==> config.mk <==
export PLATFORM = sky130hd
export DESIGN_NAME = fifo_wr_arbiter_flat
export DESIGN_NICKNAME = d
export VERILOG_FILES = /design/src/rtl/fifo_wr_arbiter_pkg.sv /design/src/rtl/fifo_wr_arbiter_if.sv /design/src/rtl/fifo_wr_arbiter_rr_pick.sv /design/src/rtl/fifo_wr_arbiter.sv /design/src/flat_wrapper.sv
export SDC_FILE = /design/constraint.sdc
export NUM_CORES = 1
export LEC_CHECK = 0
export BUFFER_PORTS_ARGS = -buffer_cell sky130_fd_sc_hd__buf_4
export CAP_MARGIN = 0
export CORE_MARGIN = 4
export CORE_UTILIZATION = 42
export DETAILED_ROUTE_END_ITERATION = 8
export PLACE_DENSITY = 0.81
export SLEW_MARGIN = 20
export SYNTH_ARGS = -nofsm -noshare
export SYNTH_HDL_FRONTEND = slang
export SYNTH_SLANG_ARGS = --single-unit
==> constraint.sdc <==
create_clock -name clk -period 2.05 [get_ports clk]
set_clock_uncertainty 0.05 [all_clocks]
set_input_delay 0.3075 -clock clk [delete_from_list [all_inputs] [get_ports clk]]
set_output_delay 0.3075 -clock clk [all_outputs]
set_load 0.02 [all_outputs]
==> src/rtl/fifo_wr_arbiter_pkg.sv <==
// Shared types and default constants for the FIFO write-port arbiter.
// The package name is fifo_arb_pkg; every arbiter file imports it.
package fifo_arb_pkg;

  typedef enum logic {
    IDLE  = 1'b0,
    GRANT = 1'b1
  } arb_state_e;

  localparam int unsigned N_REQ_D     = 4;
  localparam int unsigned DW_D        = 8;
  localparam int unsigned MAX_BURST_D = 4;
  localparam int unsigned BCW         = 4;

endpackage

==> src/rtl/fifo_wr_arbiter_if.sv <==
// Requester-side handshake plus the FIFO write port, grouped as one bundle.
// master = arbiter side, slave = requesters/FIFO side.
interface fifo_wr_arbiter_if
  import fifo_arb_pkg::*;
#(
  parameter int unsigned N_REQ = N_REQ_D,
  parameter int unsigned DW    = DW_D
);
  localparam int unsigned GW = $clog2(N_REQ);

  logic [N_REQ-1:0]    req_valid;
  logic [N_REQ*DW-1:0] req_data;
  logic [N_REQ-1:0]    req_ready;
  logic                fifo_full;
  logic                fifo_wr_en;
  logic [DW-1:0]       fifo_data_in;
  logic [GW-1:0]       grant_id;
  logic                busy;

  modport master (
    input  req_valid, req_data, fifo_full,
    output req_ready, fifo_wr_en, fifo_data_in, grant_id, busy
  );

  modport slave (
    output req_valid, req_data, fifo_full,
    input  req_ready, fifo_wr_en, fifo_data_in, grant_id, busy
  );

endinterface

==> src/rtl/fifo_wr_arbiter_rr_pick.sv <==
// Combinational round-robin picker: first set request after last_grant,
// wrapping modulo N_REQ (also correct for non-power-of-2 N_REQ).
module rr_pick
  import fifo_arb_pkg::*;
#(
  parameter int unsigned N_REQ = N_REQ_D
) (
  input  logic [N_REQ-1:0]         req,
  input  logic [$clog2(N_REQ)-1:0] last_grant,
  output logic [$clog2(N_REQ)-1:0] winner,
  output logic                     any
);
  localparam int unsigned GW = $clog2(N_REQ);

  always_comb begin
    int unsigned idx;
    idx    = 0;
    winner = '0;
    any    = 1'b0;
    for (int unsigned k = 1; k <= N_REQ; k++) begin
      idx = 32'(last_grant) + k;
      if (idx >= N_REQ) idx = idx - N_REQ;
      if (!any && req[GW'(idx)]) begin
        any    = 1'b1;
        winner = GW'(idx);
      end
    end
  end

endmodule

==> src/rtl/fifo_wr_arbiter.sv <==
// Round-robin arbiter sharing one FIFO write port among N_REQ requesters;
// each grant lasts up to MAX_BURST beats and is followed by one IDLE cycle.
module fifo_wr_arbiter
  import fifo_arb_pkg::*;
#(
  parameter int unsigned N_REQ     = N_REQ_D,
  parameter int unsigned DW        = DW_D,
  parameter int unsigned MAX_BURST = MAX_BURST_D
) (
  input logic               clk,
  input logic               rst,
  fifo_wr_arbiter_if.master bus
);
  localparam int unsigned GW = $clog2(N_REQ);

  arb_state_e     state_q, state_n;
  logic [GW-1:0]  grant_q, grant_n;
  logic [GW-1:0]  last_q,  last_n;
  logic [BCW-1:0] cnt_q,   cnt_n;
  logic [BCW-1:0] cnt_inc;
  logic [GW-1:0]  pick_id;
  logic           pick_any;
  logic           owner_valid;
  logic           xfer;

  rr_pick #(.N_REQ(N_REQ)) u_pick (
    .req        (bus.req_valid),
    .last_grant (last_q),
    .winner     (pick_id),
    .any        (pick_any)
  );

  always_comb begin
    owner_valid = bus.req_valid[grant_q];
    xfer        = (state_q == GRANT) && owner_valid && !bus.fifo_full;
    cnt_inc     = cnt_q + BCW'(1);
  end

  always_ff @(posedge clk) begin
    if (rst) begin
      state_q <= IDLE;
      grant_q <= '0;
      last_q  <= GW'(N_REQ - 1);
      cnt_q   <= '0;
    end else begin
      state_q <= state_n;
      grant_q <= grant_n;
      last_q  <= last_n;
      cnt_q   <= cnt_n;
    end
  end

  // A full FIFO stalls with everything held; the owner dropping valid releases.
  always_comb begin
    state_n = state_q;
    grant_n = grant_q;
    last_n  = last_q;
    cnt_n   = cnt_q;
    unique case (state_q)
      IDLE: begin
        if (pick_any) begin
          state_n = GRANT;
          grant_n = pick_id;
          last_n  = pick_id;
          cnt_n   = '0;
        end
      end
      GRANT: begin
        if (!owner_valid) begin
          state_n = IDLE;
        end else if (xfer) begin
          cnt_n = cnt_inc;
          if (cnt_inc == BCW'(MAX_BURST)) state_n = IDLE;
        end
      end
      default: state_n = IDLE;
    endcase
  end

  always_comb begin
    bus.req_ready    = '0;
    bus.fifo_wr_en   = 1'b0;
    bus.fifo_data_in = '0;
    bus.busy         = (state_q == GRANT);
    bus.grant_id     = grant_q;
    if (xfer) begin
      bus.req_ready[grant_q] = 1'b1;
      bus.fifo_wr_en         = 1'b1;
    end
    for (int unsigned i = 0; i < N_REQ; i++) begin
      if (xfer && (GW'(i) == grant_q)) bus.fifo_data_in = bus.req_data[i*DW +: DW];
    end
  end

endmodule

==> src/flat_wrapper.sv <==
// flat-port wrapper written by rule: the top's interface ports become plain ports
module fifo_wr_arbiter_flat import fifo_arb_pkg::*;
#(
  parameter int unsigned N_REQ     = N_REQ_D,
  parameter int unsigned DW        = DW_D,
  parameter int unsigned MAX_BURST = MAX_BURST_D
)
  (clk, rst, bus_req_valid, bus_req_data, bus_fifo_full, bus_req_ready, bus_fifo_wr_en, bus_fifo_data_in, bus_grant_id, bus_busy);
  fifo_wr_arbiter_if #(.N_REQ(N_REQ), .DW(DW)) bus_i ();
  input logic clk;
  input logic rst;
  input wire logic [$bits(bus_i.req_valid)-1:0] bus_req_valid;
  input wire logic [$bits(bus_i.req_data)-1:0] bus_req_data;
  input wire logic [$bits(bus_i.fifo_full)-1:0] bus_fifo_full;
  output wire logic [$bits(bus_i.req_ready)-1:0] bus_req_ready;
  output wire logic [$bits(bus_i.fifo_wr_en)-1:0] bus_fifo_wr_en;
  output wire logic [$bits(bus_i.fifo_data_in)-1:0] bus_fifo_data_in;
  output wire logic [$bits(bus_i.grant_id)-1:0] bus_grant_id;
  output wire logic [$bits(bus_i.busy)-1:0] bus_busy;
  assign bus_i.req_valid = bus_req_valid;
  assign bus_i.req_data = bus_req_data;
  assign bus_i.fifo_full = bus_fifo_full;
  assign bus_req_ready = bus_i.req_ready;
  assign bus_fifo_wr_en = bus_i.fifo_wr_en;
  assign bus_fifo_data_in = bus_i.fifo_data_in;
  assign bus_grant_id = bus_i.grant_id;
  assign bus_busy = bus_i.busy;
  fifo_wr_arbiter #(.N_REQ(N_REQ), .DW(DW), .MAX_BURST(MAX_BURST)) u_core (.clk(clk), .rst(rst), .bus(bus_i));
endmodule
; After elaboration in Yosys (flattened, before gate mapping)
; Cells that the tools add are included.
[totals]
elab_cells = 87
input_bits = 39
ff_bits = 9
output_inout_bits = 16
[op_classes]
mux = 39
n_bitwise = 1
eq_ne = 7
reduce_logical = 17
order_cmp = 10
n_addsub = 9
[op_table]
columns = cell, count
row1 = 2-to-1 mux 8 bit, 4
row2 = 2-to-1 mux 2 bit, 8
row3 = 2-to-1 mux 4 bit, 4
row4 = < comparator 2 x 3 -> 1 bit (second input constant), 5
row5 = 2-to-1 mux 1 bit, 15
row6 = binary-select mux 1 bit (select 2 bit), 5
row7 = logical AND 1 bit, 10
row8 = >= comparator 3 bit (second input constant), 3
row9 = one-hot mux 4 bit (2 select lines), 1
row10 = subtractor 2 x 1 -> 2 bit (second input constant), 4
row11 = adder 2 x 2 -> 3 bit (second input constant), 2
row12 = adder 2 x 3 -> 4 bit (second input constant), 1
row13 = adder 4 x 1 -> 4 bit (second input constant), 1
row14 = == test 2 bit (first input constant), 2
row15 = == test 4 x 3 -> 1 bit (second input constant), 1
row16 = >= comparator 4 x 3 -> 1 bit (second input constant), 1
row17 = zero test 1 bit, 4
row18 = inequality test 2 bit (second input constant), 2
row19 = adder 2 x 1 -> 3 bit (second input constant), 1
row20 = AND reduction 3 bit, 1
row21 = demux 1 bit (select 2 bit), 1
row22 = == test 1 x 2 -> 1 bit (first input constant), 1
row23 = >= comparator 2 x 1 -> 1 bit (second input constant), 1
row24 = zero test 2 bit, 1
row25 = 4 further kinds, 4

; Longest topological paths before layout
; Gate-level depths: netlist of run 1.
[depth]
ltp_word = 17
depth_mapped = 6
ltp_nobuf = 5

; Modules after synthesis
; From an unflattened synthesis of run 1, not the netlist that was laid out.
[hier_totals]
cells_unflattened = 98
area_unflattened_um2 = 789.5
[modules_own_cells]
columns = mod, n_inst, cells_each, area_each_um2, seq_area_each_um2
row1 = fifo_wr_arbiter, 1, 84, 698.2, 180.2
row2 = rr_pick, 1, 14, 91.3, 0.0

; Worst setup path after synthesis of run 1
; No wires, ideal clock.
[synth_timing]
path_type = register to output
start = reg u_core.grant_q[0] (netlist: u_core.bus.grant_id[0])
end = out bus_fifo_data_in[1]
n_path_buf = 1
required_ps = 1692
stages_incl_launch_ff = 6
slack_ps = -239
t_arrival_ps = 1931
path_cell_list = dfxtp_1 buf_4 nand3b_1 nor3b_2 a31oi_1 o21ai_0
[synth_between]
elab_chain_cells = 9
elab_cells_between_ends = 16
cone_classes = eq/ne (3) / mux (6) / reduce/logical (7)
[synth_lines]
columns = item, line_no
row1 = from (decl), fifo_wr_arbiter.sv:17  ; logic [GW-1:0] grant_q, grant_n;
row2 = from (signal assigned), fifo_wr_arbiter.sv:47  ; grant_q <= grant_n;
row3 = binary-select mux 1 bit (select 2 bit), fifo_wr_arbiter.sv:34  ; owner_valid = bus.req_valid[grant_q];
row4 = 2-to-1 mux 1 bit (not written as such), fifo_wr_arbiter.sv:34
row5 = logical AND 1 bit (2 in a row), fifo_wr_arbiter.sv:35  ; xfer = (state_q == GRANT) && owner_valid && !bus.fifo_full;
row6 = logical AND 1 bit, fifo_wr_arbiter.sv:91  ; if (xfer && (GW'(i) == grant_q)) bus.fifo_data_in = bus.req_data[i*DW +: DW];
row7 = 2-to-1 mux 8 bit (3 in a row), fifo_wr_arbiter.sv:91
row8 = 2-to-1 mux 8 bit *, fifo_wr_arbiter.sv:91
row9 = to (decl), flat_wrapper.sv:17  ; output wire logic [$bits(bus_i.fifo_data_in)-1:0] bus_fifo_data_in;
; Every way passes the cells marked *; elsewhere a longest branch is shown, timed or not. The select of a mux whose other input is x is not followed.

; Final worst setup path of run 1
[layout_timing]
start = reg u_core.state_q (netlist: u_core.bus.busy)
end = out bus_fifo_data_in[6]
[layout_between]
elab_chain_cells = 7
elab_cells_between_ends = 10
cone_classes = mux (4) / reduce/logical (6)
[layout_lines]
columns = item, line_no
row1 = from (decl), fifo_wr_arbiter.sv:16  ; arb_state_e state_q, state_n;
row2 = from (signal assigned), fifo_wr_arbiter.sv:46  ; state_q <= state_n;
row3 = logical AND 1 bit * (2 in a row), fifo_wr_arbiter.sv:35
row4 = logical AND 1 bit, fifo_wr_arbiter.sv:91
row5 = 2-to-1 mux 8 bit (3 in a row), fifo_wr_arbiter.sv:91
row6 = 2-to-1 mux 8 bit *, fifo_wr_arbiter.sv:91
; Every way passes the cells marked *; elsewhere a longest branch is shown, timed or not.

==> results.yml, run 1 <==
cts:
  clk_pin_slew_ns: 0.05
  hold_buffers: 0
  cts_buffers: 3
  clock-sinks: 9
  ctsRootBufferMaster: "clkbuf_4"
  h-tree-depth: 1
  clk-insertion-delay-late_ns: 0.25
  clockBufferDepth: 2
  cts_tree: "yes"
layout:
  multi_input_area_um2: 689
  seqCellArea_um2: 186
  diodes: 0
  final_cells: 209
  area_delta_synth_final_pct: 61.5
  drive_gt1_share_pct: 46.7
  final_area_um2: 1420
  layout.nets: 223
  fillCellCount: 163
synthesis:
  netlist_area_um2: 877
  synth-seq-area-share_pct: 20.5
  ys_ff_latch: 9
  synth_top_area_share_pct: 20.5
  synth_compound_area_share_pct: 28.5
  synth_edf_count: 0
  syn_area_per_cell_um2: 7.19
  synth_top_family_by_area: "simple AND/OR/NAND/NOR gates"
  postSynthCellCount: 122
  synth_warnings: 0
  synth-adder-area-share_pct: 1.43
  synth.distinct_cells: 40
  netlist.top_cell.by_area: "dfxtp_1"
  synthMuxAreaShare_pct: 3.57
  synth_ff_type: "dfxtp_1"
  synth-xor-area-share_pct: 0
  netlist_top_cells_area: "dfxtp_1 21%, nand2_1 8.6%, a31oi_1 7.1%"
  synth_common_cells: "20 x nand2_1, 10 x a31oi_1, 10 x nor2_1, 10 x o21ai_0, 9 x dfxtp_1"
  synth_nets: 162
  synth.most_common_cell: "nand2_1"
  synthArstFlopShare_pct: 0
  synth-simple-area-share_pct: 39.5
worst_setup_path:
  critPathArrivalTime_ns: 1.60
  r2r_cells: 6
  crit_chain: "nand3b_1 -> nor3b_4 -> buf_4 -> nand2_1 -> a31oi_2 -> buf_4"
  crit_type: "reg2out"
  required_ns: 1.69
  path_max_fanout: 8
  slowest_delay_ns: 0.41
  crit_path_end_kind: "output pin"
  cp_slowest_cell: "dfxtp_2"
  setup.worst_path.start_class: "register"
  worst_path_most_repeated_cell: "buf_4"
grt:
  antenna_found_initial: 0
  grt_pass1_wl_um: 4230
  grt_max_degree: 10
  grt_remaining_overflow: 0
  track_usage_pct: 19.3
  grt_pass1_vias: 1107
worst_hold_path:
  hold_depth: 2
  hold_class: "in2reg"
placed_design:
  dpl_cell_area_um2: 1360
  place_ws_ns: 0.0995
  dp.cells: 202
  portBuffers: 54
  gp_congestion: 0.822
  dpl.hpwl_um: 2340
timing:
  fin_ws_ns: 0.0888
  finalCritPeriodShare_pct: 95.7
  slew_headroom_pct: 76.3
  setup_viol: 0
  finalMaxSlewViolations: 0
  fmax_ghz: 0.510
  hold_viol: 0
  period_minus_slack_ns: 1.96
  timing_worst_slew_pin_value_ns: 0.352
drt:
  ant_nets: 0
  wl_per_cell_um: 13.8
  via_per_inst: 5.59
  routed_wl_um: 2880
  first_pass_iters: 7
  dr.first_iter.drc_count: 28
  drc: 0
  vias: 1168
floorplanning:
  rows: 16
  initial_core_util_pct: 44.3
  die_x_um: 53.7
  ios: 55
  dieArea_um2: 2880
  fp.dieH_um: 53.7
  core_area_um2: 1980
job:
  cap_violations: 0
power:
  power_frac_clock_pct: 21.3
  cellPowerDensity_nw_per_um2: 427
  peakVddDrop_mv: 0.450
  p_comb_share_pct: 42.4
  seqPwrFrac_pct: 36.3
  power_mw: 0.605
  p_int_mw: 0.403
  p_sw_share_pct: 33.3
  netSwitchingPower_mw: 0.202
  leakagePower_nw: 0.619
status:
  outcome: "finished clean"
cells by family (layout without fill, tap and decap cells):
| logic type | count (synthesis) | after routing |
|---|---|---|
| muxes | 3 | 3 |
| and+or+nand+nor | 61 | 61 |
| buffers and inverters | 10 | 70 |
| AOI/OAI and AO/OA | 38 | 38 |
| DFF | 9 | 9 |
| adders and majority gates | 1 | 1 |
final timing paths:
path,startpoint,end,slack (ns)
worst max-delay path,u_core.bus.busy$_SDFF_PP0_,bus_fifo_data_in[6],0.09
worst min-delay path,rst,u_core.bus.grant_id[1]$_SDFFE_PP0P_,0.23
worst max register to register,u_core.bus.busy$_SDFF_PP0_,u_core.cnt_q[3]$_SDFFE_PP0P_,0.45
worst min register to register,u_core.cnt_q[1]$_SDFFE_PP0P_,u_core.cnt_q[1]$_SDFFE_PP0P_,0.44
state kept, by name, indices dropped and copies added, names as in the netlist:
name and flops:
u_core.cnt_q 4, u_core.bus.grant_id 2, u_core.last_q 2, u_core.bus.busy 1
metal layers:
metal / track usage [%] / routed length [um] / share of wire, %
met1: 18.0 / 994 / 35
met2: 39.5 / 1450 / 50
met3: 5.82 / 428 / 15
met4: 4.68 / 9 / 0.31
met5: 0 / 0 / 0
stage by stage:
| step | TNS (ns) | hold WS (ns) | utilization, % |
|---|---|---|---|
| 2_1_floorplan | 0 | 0.414 | - |
| 3_3_place_gp | 0 | 0.424 | 68.4 |
| 3_5_place_dp | 0 | 0.433 | 68.4 |
| 4_1_cts | 0 | 0.234 | 71.0 |
| 5_1_grt | -0.00320 | 0.228 | 71.5 |
| 6_report | 0 | 0.228 | 71.5 |
cell type report:
class / count / area share (%)
Inverter: 4 / 1.06
Timing Repair Buffer: 62 / 32.9
Sequential cell: 9 / 13.2
Tap cell: 27 / 2.39
Clock buffer: 4 / 1.86
Multi-Input combinational cell: 103 / 48.7
critical path, delay by kind of cell (launching register included):
family | cells | cell delay (ns)
buffers and inverters | 2 | 0.32
AO/OA/AOI/OAI | 1 | 0.16
AND/OR/NAND/NOR | 3 | 0.46
flip-flops | 1 | 0.41
timing repair:
action                                  in CTS  in global routing
setup buffers                                3                  0
pin swaps                                    1                  0
endpoints found under the setup margin       8                  9
gates resized for setup                      1                  4
power groups by stage:
stage	clock [mW]	sequential [mW]	combinational (mW)
2_1_floorplan	0	0.217	0.137
3_3_place_gp	0	0.218	0.247
3_5_place_dp	0	0.220	0.252
4_1_cts	0.132	0.217	0.256
5_1_grt	0.143	0.223	0.278
6_report	0.129	0.220	0.256
layout by cell type (no fill, tap or decap), drive strengths merged, types with 4 or more instances in the layout:
cell / instances
dfxtp: 9
nand3: 7
nand2: 20
inv: 4
a31oi: 10
buf: 62
o21ai: 10
nor2: 10
clkbuf: 4
a21oi: 8
nand3b: 4
nand2b: 5
No activity file was read; power rests on OpenSTA's default activity.
==> inputs of run 2 (changes only) <==
PLACE_DENSITY = 0.82   (was 0.81)
==> run 2 against run 1 <==
Register-to-register slack improved by 0.02 ns. Final cell count fell by 0.96%. Clock-buffer cell count did not move. Worst setup slack improved by 0.0067 ns. Worst hold slack worse by 0.026 ns. Sequential power is essentially flat. Flip-flop and latch count unchanged. Critical path type unchanged.
==> results.yml, run 2 (same netlist as run 1, synthesis figures left out) <==
worst_setup_path:
  crit_path_end_kind: "output pin"
  path_max_fanout: 9
  slowest_delay_ns: 0.39
  crit_type: "reg2out"
  setup.worst_path.start_class: "register"
  required_ns: 1.69
  critPathArrivalTime_ns: 1.60
  crit_chain: "nand3b_1 -> nor3b_4 -> buf_6 -> nand2_1 -> a31oi_2 -> buf_4"
  cp_slowest_cell: "dfxtp_4"
cts:
  h-tree-depth: 1
  cts_buffers: 3
  cts_tree: "yes"
  clockBufferDepth: 2
  clk-insertion-delay-late_ns: 0.26
  clock-sinks: 9
  hold_buffers: 0
  clk_pin_slew_ns: 0.06
  ctsRootBufferMaster: "clkbuf_4"
timing:
  fmax_ghz: 0.512
  grt_setup_unrepaired: "yes"
  slew_headroom_pct: 75.7
  holdWs_ns: 0.202
  setup_viol: 0
  timing.setup.tns_ns: 0
  period_minus_slack_ns: 1.95
  hold_viol: 0
  finalMaxSlewViolations: 0
  finalCritPeriodShare_pct: 95.3
  fin_ws_ns: 0.0955
  timing_worst_slew_pin_value_ns: 0.354
grt:
  track_usage_pct: 18.8
  antenna_found_initial: 0
  grt_pass1_wl_um: 3990
  grt_pass1_vias: 979
  grt_max_degree: 12
  grt_remaining_overflow: 0
drt:
  routed_wl_um: 2760
  dr.first_iter.drc_count: 18
  drc: 0
  wl_per_cell_um: 13.3
  via_per_inst: 5.33
  ant_nets: 0
  vias: 1103
  first_pass_iters: 4
power:
  cellPowerDensity_nw_per_um2: 432
  leakagePower_nw: 0.614
  peakVddDrop_mv: 0.444
layout:
  largest_reg_flops: 4
  top_register: "u_core.cnt_q"
  drive_gt1_share_pct: 45.6
  layout_commonest_cell: "buf_4"
  diodes: 0
  final_cell_mix: "59 x buf_4, 20 x nand2_1, 10 x nor2_1, 8 x o21ai_0"
  area_delta_synth_final_pct: 61.5
  layout.nets: 221
floorplanning:
  rows: 16
  fp.dieH_um: 53.7
  die_x_um: 53.7
  dieArea_um2: 2880
  initial_core_util_pct: 44.3
  core_area_um2: 1980
  ios: 55
status:
  outcome: "finished clean"
placed_design:
  portBuffers: 54
  dpl.hpwl_um: 2230
  gp_congestion: 0.836
  place_ws_ns: 0.0984
job:
  cap_violations: 0
worst_hold_path:
  hold_class: "in2reg"
run 2: cell count changes in the layout (fill, tap and decap cells not counted), sizes merged:
cell / before / now
buf: 62 / 60
run 2: final cells by class:
type	count	area (um2)
flip-flops and latches	9	191
well taps	27	33.8
fillers	160	566
inverters	4	15.0
multi-input cells	103	696
repair buffers	60	454
clock buffers	4	26.3
run 2: what timing repair did:
action                     4_1_cts  5_1_grt
setup buffers                    2        1
pin swaps                        1        1
setup endpoints to repair        9        9
hold endpoints to repair         0        0
resized for setup                3        5
run 2: power breakdown:
group	leakage (nW)	switching, mW	internal [mW]	total [mW]
sequential	0.0757	0.0271	0.190	0.217
combinational	0.524	0.119	0.137	0.256
clock	0.0150	0.0635	0.0751	0.139
run 2: worst paths after layout:
kind / start / to / slack, ns / cells past startpoint
worst max-delay path: u_core.bus.grant_id[0]$_SDFFE_PP0P_ / bus_fifo_data_in[6] / 0.1 / 6
worst min-delay path: rst / u_core.bus.grant_id[1]$_SDFFE_PP0P_ / 0.20 / 2
worst max register to register: u_core.last_q[0]$_SDFFE_PP1P_ / u_core.last_q[1]$_SDFFE_PP1P_ / 0.47 / 4
worst min register to register: u_core.cnt_q[1]$_SDFFE_PP0P_ / u_core.cnt_q[1]$_SDFFE_PP0P_ / 0.45 / 2
run 2: worst max-delay path: cells and delay by family, from the launching register on:
kind,cells,cell delay [ns]
flops,1,0.39
compound gates,1,0.17
buf+inv,2,0.31
simple gates,3,0.46
run 2: layer usage:
layer	track usage [%]	share of wire, %
met2	33.3	46
met5	0	0
met4	8.94	1.2
met1	20.5	41
met3	4.99	12
run 2: stage by stage:
stage	power (mW)	util [%]	cell area, um2	instances
finish	0.612	71.5	1420	207
global route	0.654	71.5	1420	207
CTS	0.613	69.9	1390	206
detailed placement	0.466	67.7	1340	200
global placement	0.461	67.7	1340	200
floorplan	0.354	-	921	122
